--- src/rtl/uart_host_pkg.sv ---
// Shared types and constants for the CoreUART host-side sequencer.
package uart_host_pkg;

  localparam int unsigned BYTE_W   = 8;
  localparam logic        STB_ACT  = 1'b0;
  localparam int unsigned MAX_NREQ = 8;
  localparam int unsigned IDX_W    = $clog2(MAX_NREQ);

  typedef enum logic [2:0] {
    StIdle,
    StWrStb,
    StRdStb,
    StRdWait,
    StRdCap,
    StGuardWait
  } state_e;

  typedef struct packed {
    logic              perr;
    logic              ferr;
    logic [BYTE_W-1:0] data;
  } rx_ent_t;

endpackage

--- src/rtl/uart_rr_arb.sv ---
// Round-robin grant over NREQ requesters: first valid index at or after the pointer.
module uart_rr_arb
  import uart_host_pkg::*;
#(
  parameter int unsigned NREQ = 4
) (
  input  logic             clk_i,
  input  logic             rst_i,
  input  logic [NREQ-1:0]  req_i,
  input  logic             update_i,
  input  logic [IDX_W-1:0] upd_idx_i,
  output logic             any_o,
  output logic [IDX_W-1:0] grant_idx_o
);

  logic [IDX_W-1:0]    ptr_q;
  logic [MAX_NREQ-1:0] req_pad;
  logic [IDX_W:0]      cand;

  always_comb begin
    req_pad           = '0;
    req_pad[NREQ-1:0] = req_i;
  end

  // Walk offsets from the highest down so the smallest offset from the pointer wins.
  always_comb begin
    any_o       = 1'b0;
    grant_idx_o = '0;
    cand        = '0;
    for (int k = int'(NREQ) - 1; k >= 0; k--) begin
      cand = {1'b0, ptr_q} + (IDX_W + 1)'(k);
      if (cand >= (IDX_W + 1)'(NREQ)) begin
        cand = cand - (IDX_W + 1)'(NREQ);
      end
      if (req_pad[cand[IDX_W-1:0]]) begin
        any_o       = 1'b1;
        grant_idx_o = cand[IDX_W-1:0];
      end
    end
  end

  always_ff @(posedge clk_i) begin
    if (rst_i) begin
      ptr_q <= '0;
    end else if (update_i) begin
      ptr_q <= (upd_idx_i == IDX_W'(NREQ - 1)) ? '0 : upd_idx_i + 1'b1;
    end
  end

endmodule

--- src/rtl/uart_host_ctrl.sv ---
// Host sequencer for the CoreUART wrapper: RR-arbitrated TX writes, prioritised RX reads.
// Define UART_HOST_CTRL_RXBUF_EN to replace the single RX slot with a 2-entry FIFO.
module uart_host_ctrl
  import uart_host_pkg::*;
#(
  parameter int unsigned NREQ   = 4,
  parameter int unsigned GUARD  = 2,
  parameter int unsigned RD_LAT = 1
) (
  input  logic                   CLK,
  input  logic                   RESET,
  input  logic [NREQ-1:0]        req_valid,
  input  logic [BYTE_W*NREQ-1:0] req_data,
  output logic [NREQ-1:0]        req_ready,
  output logic                   rx_valid,
  output logic [BYTE_W-1:0]      rx_data,
  output logic                   rx_perr,
  output logic                   rx_ferr,
  input  logic                   rx_ready,
  output logic                   ovf_sticky,
  output logic [IDX_W-1:0]       last_src,
  output logic                   uart_csn,
  output logic                   uart_wen,
  output logic                   uart_oen,
  output logic [BYTE_W-1:0]      uart_data_in,
  input  logic [BYTE_W-1:0]      uart_data_out,
  input  logic                   uart_txrdy,
  input  logic                   uart_rxrdy,
  input  logic                   uart_parity_err,
  input  logic                   uart_framing_err,
  input  logic                   uart_overflow
);

  state_e              state_q;
  logic [2:0]          cnt_q;
  logic [IDX_W-1:0]    grant_q;
  logic [IDX_W-1:0]    last_src_q;
  logic                csn_q, wen_q, oen_q, ovf_q;
  logic [BYTE_W-1:0]   data_in_q;
  logic [NREQ-1:0]     req_ready_q;

  logic                arb_any;
  logic [IDX_W-1:0]    arb_idx;
  logic [MAX_NREQ-1:0] grant_oh;
  logic [BYTE_W-1:0]   grant_byte;

  logic                rx_push, rx_pop, rx_avail, rx_free;
  rx_ent_t             rx_head, cap_ent;

  uart_rr_arb #(
    .NREQ (NREQ)
  ) u_arb (
    .clk_i       (CLK),
    .rst_i       (RESET),
    .req_i       (req_valid),
    .update_i    (state_q == StWrStb),
    .upd_idx_i   (grant_q),
    .any_o       (arb_any),
    .grant_idx_o (arb_idx)
  );

  assign grant_oh = MAX_NREQ'(1) << arb_idx;

  always_comb begin
    grant_byte = '0;
    for (int unsigned i = 0; i < NREQ; i++) begin
      if (arb_idx == IDX_W'(i)) begin
        grant_byte = req_data[i*BYTE_W +: BYTE_W];
      end
    end
  end

  // Strobes for the next cycle are decided together with the transition into the strobe state.
  always_ff @(posedge CLK) begin
    if (RESET) begin
      state_q     <= StIdle;
      cnt_q       <= '0;
      grant_q     <= '0;
      last_src_q  <= '0;
      csn_q       <= ~STB_ACT;
      wen_q       <= ~STB_ACT;
      oen_q       <= ~STB_ACT;
      data_in_q   <= '0;
      req_ready_q <= '0;
    end else begin
      csn_q       <= ~STB_ACT;
      wen_q       <= ~STB_ACT;
      oen_q       <= ~STB_ACT;
      req_ready_q <= '0;
      unique case (state_q)
        StIdle: begin
          if (uart_rxrdy && rx_free) begin
            state_q <= StRdStb;
            csn_q   <= STB_ACT;
            oen_q   <= STB_ACT;
          end else if (uart_txrdy && arb_any) begin
            state_q     <= StWrStb;
            csn_q       <= STB_ACT;
            wen_q       <= STB_ACT;
            grant_q     <= arb_idx;
            data_in_q   <= grant_byte;
            req_ready_q <= grant_oh[NREQ-1:0];
          end
        end
        StWrStb: begin
          last_src_q <= grant_q;
          cnt_q      <= '0;
          state_q    <= StGuardWait;
        end
        StRdStb: begin
          cnt_q   <= '0;
          state_q <= (RD_LAT == 1) ? StRdCap : StRdWait;
        end
        StRdWait: begin
          if (cnt_q == 3'(RD_LAT - 2)) begin
            state_q <= StRdCap;
          end else begin
            cnt_q <= cnt_q + 3'd1;
          end
        end
        StRdCap: begin
          cnt_q   <= '0;
          state_q <= StGuardWait;
        end
        StGuardWait: begin
          if (cnt_q == 3'(GUARD - 1)) begin
            state_q <= StIdle;
          end else begin
            cnt_q <= cnt_q + 3'd1;
          end
        end
        default: state_q <= StIdle;
      endcase
    end
  end

  always_ff @(posedge CLK) begin
    if (RESET) begin
      ovf_q <= 1'b0;
    end else begin
      ovf_q <= ovf_q | uart_overflow;
    end
  end

  assign cap_ent = '{perr: uart_parity_err, ferr: uart_framing_err, data: uart_data_out};
  assign rx_push = (state_q == StRdCap);
  assign rx_pop  = rx_avail & rx_ready;

`ifdef UART_HOST_CTRL_RXBUF_EN
  rx_ent_t    fifo_q [2];
  logic       wr_ptr_q, rd_ptr_q;
  logic [1:0] fifo_cnt_q;

  always_ff @(posedge CLK) begin
    if (RESET) begin
      fifo_q[0]  <= '0;
      fifo_q[1]  <= '0;
      wr_ptr_q   <= 1'b0;
      rd_ptr_q   <= 1'b0;
      fifo_cnt_q <= '0;
    end else begin
      if (rx_push) begin
        fifo_q[wr_ptr_q] <= cap_ent;
        wr_ptr_q         <= ~wr_ptr_q;
      end
      if (rx_pop) begin
        rd_ptr_q <= ~rd_ptr_q;
      end
      fifo_cnt_q <= fifo_cnt_q + {1'b0, rx_push} - {1'b0, rx_pop};
    end
  end

  assign rx_avail = (fifo_cnt_q != 2'd0);
  assign rx_head  = fifo_q[rd_ptr_q];
  assign rx_free  = (fifo_cnt_q != 2'd2) | rx_pop;
`else
  rx_ent_t slot_q;
  logic    slot_vld_q;

  always_ff @(posedge CLK) begin
    if (RESET) begin
      slot_q     <= '0;
      slot_vld_q <= 1'b0;
    end else if (rx_push) begin
      slot_q     <= cap_ent;
      slot_vld_q <= 1'b1;
    end else if (rx_pop) begin
      slot_vld_q <= 1'b0;
    end
  end

  assign rx_avail = slot_vld_q;
  assign rx_head  = slot_q;
  assign rx_free  = ~slot_vld_q | rx_pop;
`endif

  assign req_ready    = req_ready_q;
  assign rx_valid     = rx_avail;
  assign rx_data      = rx_head.data;
  assign rx_perr      = rx_head.perr;
  assign rx_ferr      = rx_head.ferr;
  assign ovf_sticky   = ovf_q;
  assign last_src     = last_src_q;
  assign uart_csn     = csn_q;
  assign uart_wen     = wen_q;
  assign uart_oen     = oen_q;
  assign uart_data_in = data_in_q;

endmodule

--- config.mk ---
export PLATFORM = sky130hd
export DESIGN_NAME = uart_host_ctrl
export DESIGN_NICKNAME = d
export VERILOG_FILES = /design/src/rtl/uart_host_pkg.sv /design/src/rtl/uart_rr_arb.sv /design/src/rtl/uart_host_ctrl.sv
export SDC_FILE = /design/constraint.sdc
export NUM_CORES = 1
export LEC_CHECK = 0
export CAP_MARGIN = 20
export CORE_ASPECT_RATIO = 0.75
export CORE_UTILIZATION = 44
export DETAILED_ROUTE_END_ITERATION = 12
export GPL_TIMING_DRIVEN = 0
export HOLD_SLACK_MARGIN = 0.1
export PLACE_DENSITY = 0.91
export SLEW_MARGIN = 20
export SYNTH_ARGS = -nofsm -noshare
export SYNTH_HDL_FRONTEND = slang
export SYNTH_HIERARCHICAL = 1
export SYNTH_SLANG_ARGS = --single-unit
--- constraint.sdc ---
create_clock -name CLK -period 3.5 [get_ports CLK]
set_input_delay 0.525 -clock CLK [delete_from_list [all_inputs] [get_ports CLK]]
set_output_delay 0.525 -clock CLK [all_outputs]
set_load 0.02 [all_outputs]
==> results.sh <==
export IMPL_synth_edf_count=0
export IMPL_synth_cell_types=50
export IMPL_cp_buffers_inverters=3
export IMPL_antenna_diode_count=0
export IMPL_cts_tree="built"
export IMPL_hpwl_um=4350
export IMPL_ir_drop_mv=0.440
export IMPL_setup_ws_ns=0.391
export IMPL_avgSynthCellArea_um2=9.10
export IMPL_max_cap_violations=0
export IMPL_reg2reg_slack_ns=0.39
export IMPL_utilization=0.689
export IMPL_tightest_slew_ns=0.625
export IMPL_fin_nets=387
export IMPL_finalHoldViolCount=0
export IMPL_yosysWarnings=6
export IMPL_yosysTopAreaCell="dfxtp_1"
export IMPL_path_class="reg -> reg"
export IMPL_slew_headroom=0.581
export IMPL_path_cells="buf_4, inv_1, ha_1, mux4_2, o21ai_0, o21ai_0, o2bb2ai_1, or2_2, buf_1, o221a_2, nor3_1"
export IMPL_crit_required_ns=3.71
export IMPL_pre_cts_ws_ns=0.412
export IMPL_rsz0062_at_grt="no"
export IMPL_wl_per_cell_um=14.9
export IMPL_dr_pass1_iters=4
export IMPL_p_sw_frac=0.363
export IMPL_grt_pass1_wl_um=9390
export IMPL_crit_path_frequent_cell="o21ai_0"
export IMPL_cp_end_kind="register"
export IMPL_syn_num_nets=299
export IMPL_row_count=21
export IMPL_layout_cells_most_common_list="clkdlybuf4s50_1 (81), dfxtp_1 (42), nand2_1 (27), mux2i_1 (25), nor2_1 (23)"
export IMPL_finalPower_mw=1.91
export IMPL_via_per_inst=5.40
export IMPL_pwr_share_comb=0.473
export IMPL_powerDensity_mw_per_mm2=601
export IMPL_synth_main_ff_cell="dfxtp_1"
export IMPL_post_route_min_period_ns=3.11
export IMPL_clk_latency_ns=0.29
export IMPL_period_share=0.888
export IMPL_cts_setup_buffers=0
export IMPL_core_area_mm2=0.00462
export IMPL_crit_fanout=10
export IMPL_globalRouteOverflowTotal=0
export IMPL_synth_seq_cells=42
export IMPL_grt_total_usage=0.227
export IMPL_cpMaxStageDelayCell="mux4_2"
export IMPL_holdBufCountCts=0
export IMPL_yosysSeqAreaShare=0.384
export IMPL_clkPwrFrac=0.201
export IMPL_fillers=354
export IMPL_async_reset_ff_frac=0
export IMPL_clockRootBuffer="clkbuf_8"
export IMPL_layout_commonest_cell="clkdlybuf4s50_1"
export IMPL_clock_sinks=42
export IMPL_slew_violations=0
export IMPL_vias=2086
export IMPL_antenna_found_initial=0
export IMPL_p_int_mw=1.22
export IMPL_fp_dieH_um=63.1
export IMPL_min_path_type="reg -> reg"
export IMPL_power_switching_uw=694
export IMPL_die_x_um=83.5
export IMPL_floorplan_initialDensity=0.474
export IMPL_gp_congestion=0.860
export IMPL_power_frac_seq=0.326
export IMPL_syn_cell_area_mm2=0.00219
export IMPL_ios=82
export IMPL_tns_ns=0
export IMPL_max_stage_delay_ns=0.53
export IMPL_routed_wirelength_um=5750
export IMPL_drc_errors=0
export IMPL_cts_buffers=5
export IMPL_yosys_top_cells_area="dfxtp_1 (38%), mux2i_1 (11%), nand2_1 (4.6%)"
export IMPL_setup_violations_final=0
export IMPL_synth_top_area_frac=0.384
export IMPL_grt_pass1_vias=2025
export IMPL_skew_ns=0.00563
export IMPL_htree_levels=2
export IMPL_drive_gt1_frac=0.119
export IMPL_ctsLongestPathBuffers=2
export IMPL_critical_path_top_delay_family="compound AO/OA/AOI/OAI gates"
export IMPL_io_buffers=81
export IMPL_syn_inst=241
export IMPL_cp_start_kind="register"
export IMPL_drtAntennaViolNets=0
export IMPL_syn2layout_area_growth_pct=45.4
export IMPL_clkSlewWorstSetupHoldPaths_ns=0.08
export IMPL_leakage_nw=1.14
export IMPL_fmax_mhz=322
export IMPL_die_area_mm2=0.00527
export IMPL_cts_resized=0
export IMPL_initialDrtViolationCount=96
export IMPL_grt_max_degree=13
export IMPL_status="finished clean"
export IMPL_cp_data_arrival_time_ns=3.32
## flip-flops by register name, indices dropped and copies added, names as in the netlist, 3 cells and up
register	count
cnt_q	3
grant_q	3
last_src	3
req_ready	4
rx_data	8
state_q	3
u_arb/ptr_q	3
uart_data_in	8
## area by class of cell
type | instances | area (um^2) | share of cell area
multi-input cells | 176 | 1230 | 0.385
flip-flops and latches | 42 | 841 | 0.264
repair buffers | 81 | 811 | 0.254
plain buffers | 17 | 103 | 0.0322
clock buffers | 6 | 82.6 | 0.0259
well taps | 57 | 71.3 | 0.0224
clock inverters | 1 | 30.0 | 0.00942
inverters | 6 | 22.5 | 0.00707
## kinds of logic after synthesis
group | Yosys count | synth area share
and+or+nand+nor | 96 | 0.230
AOI/OAI and AO/OA | 46 | 0.157
DFF | 42 | 0.384
muxes | 27 | 0.136
buffers and inverters | 23 | 0.0571
adders and majority gates | 6 | 0.0342
other | 1 | 0.00171
## synthesized netlist by cell type, drive strengths merged, types with 3 or more instances
master,n
mux2i,25
o221a,8
nor2,23
nor3,15
dfxtp,42
a21oi,18
o21ai,3
or3,3
inv,6
ha,6
nand2,27
buf,11
nand2b,12
clkbuf,6
nand3,3
## worst reg2reg max path, stage by stage, from the launching register on
cell	delay, ns
dfxtp_1	0.40
buf_4	0.21
inv_1	0.09
ha_1	0.43
mux4_2	0.54
o21ai_0	0.12
o21ai_0	0.11
o2bb2ai_1	0.18
or2_2	0.29
buf_1	0.24
o221a_2	0.31
nor3_1	0.14
## through the flow
stage / cells / hold slack (ns) / cell area [um^2]
detailed placement: 379 / 0.451 / 3070
global route: 386 / 0.484 / 3190
finish: 386 / 0.458 / 3190
CTS: 386 / 0.461 / 3190
global placement: 379 / 0.443 / 3070
floorplan: 241 / 0.469 / 2190
## layer usage
layer,GRT usage,share of wire,vias up,routed length (um)
li1,-,-,1028,-
met1,0.270,0.45,981,2580
met2,0.389,0.47,73,2700
met3,0.0734,0.074,4,425
met4,0.0742,0.0080,0,46
met5,0,0,-,0
## power by group through the flow
stage / clock network, mW / logic [mW] / registers [mW]
finish: 0.384 / 0.905 / 0.625
global route: 0.412 / 0.983 / 0.638
CTS: 0.390 / 0.905 / 0.625
detailed placement: 0 / 0.897 / 0.635
global placement: 0 / 0.870 / 0.630
floorplan: 0 / 0.527 / 0.700
## path summary, 6_finish.rpt
check | from | to | cells past startpoint
worst min register to register | rx_data[1] | rx_data[1] | 2
worst max-delay path | u_arb/ptr_q[0] | uart_data_in[5] | 11
worst max register to register | u_arb/ptr_q[0] | uart_data_in[5] | 11
worst min-delay path | rx_data[1] | rx_data[1] | 2
No activity file was read; power rests on OpenSTA's default activity.
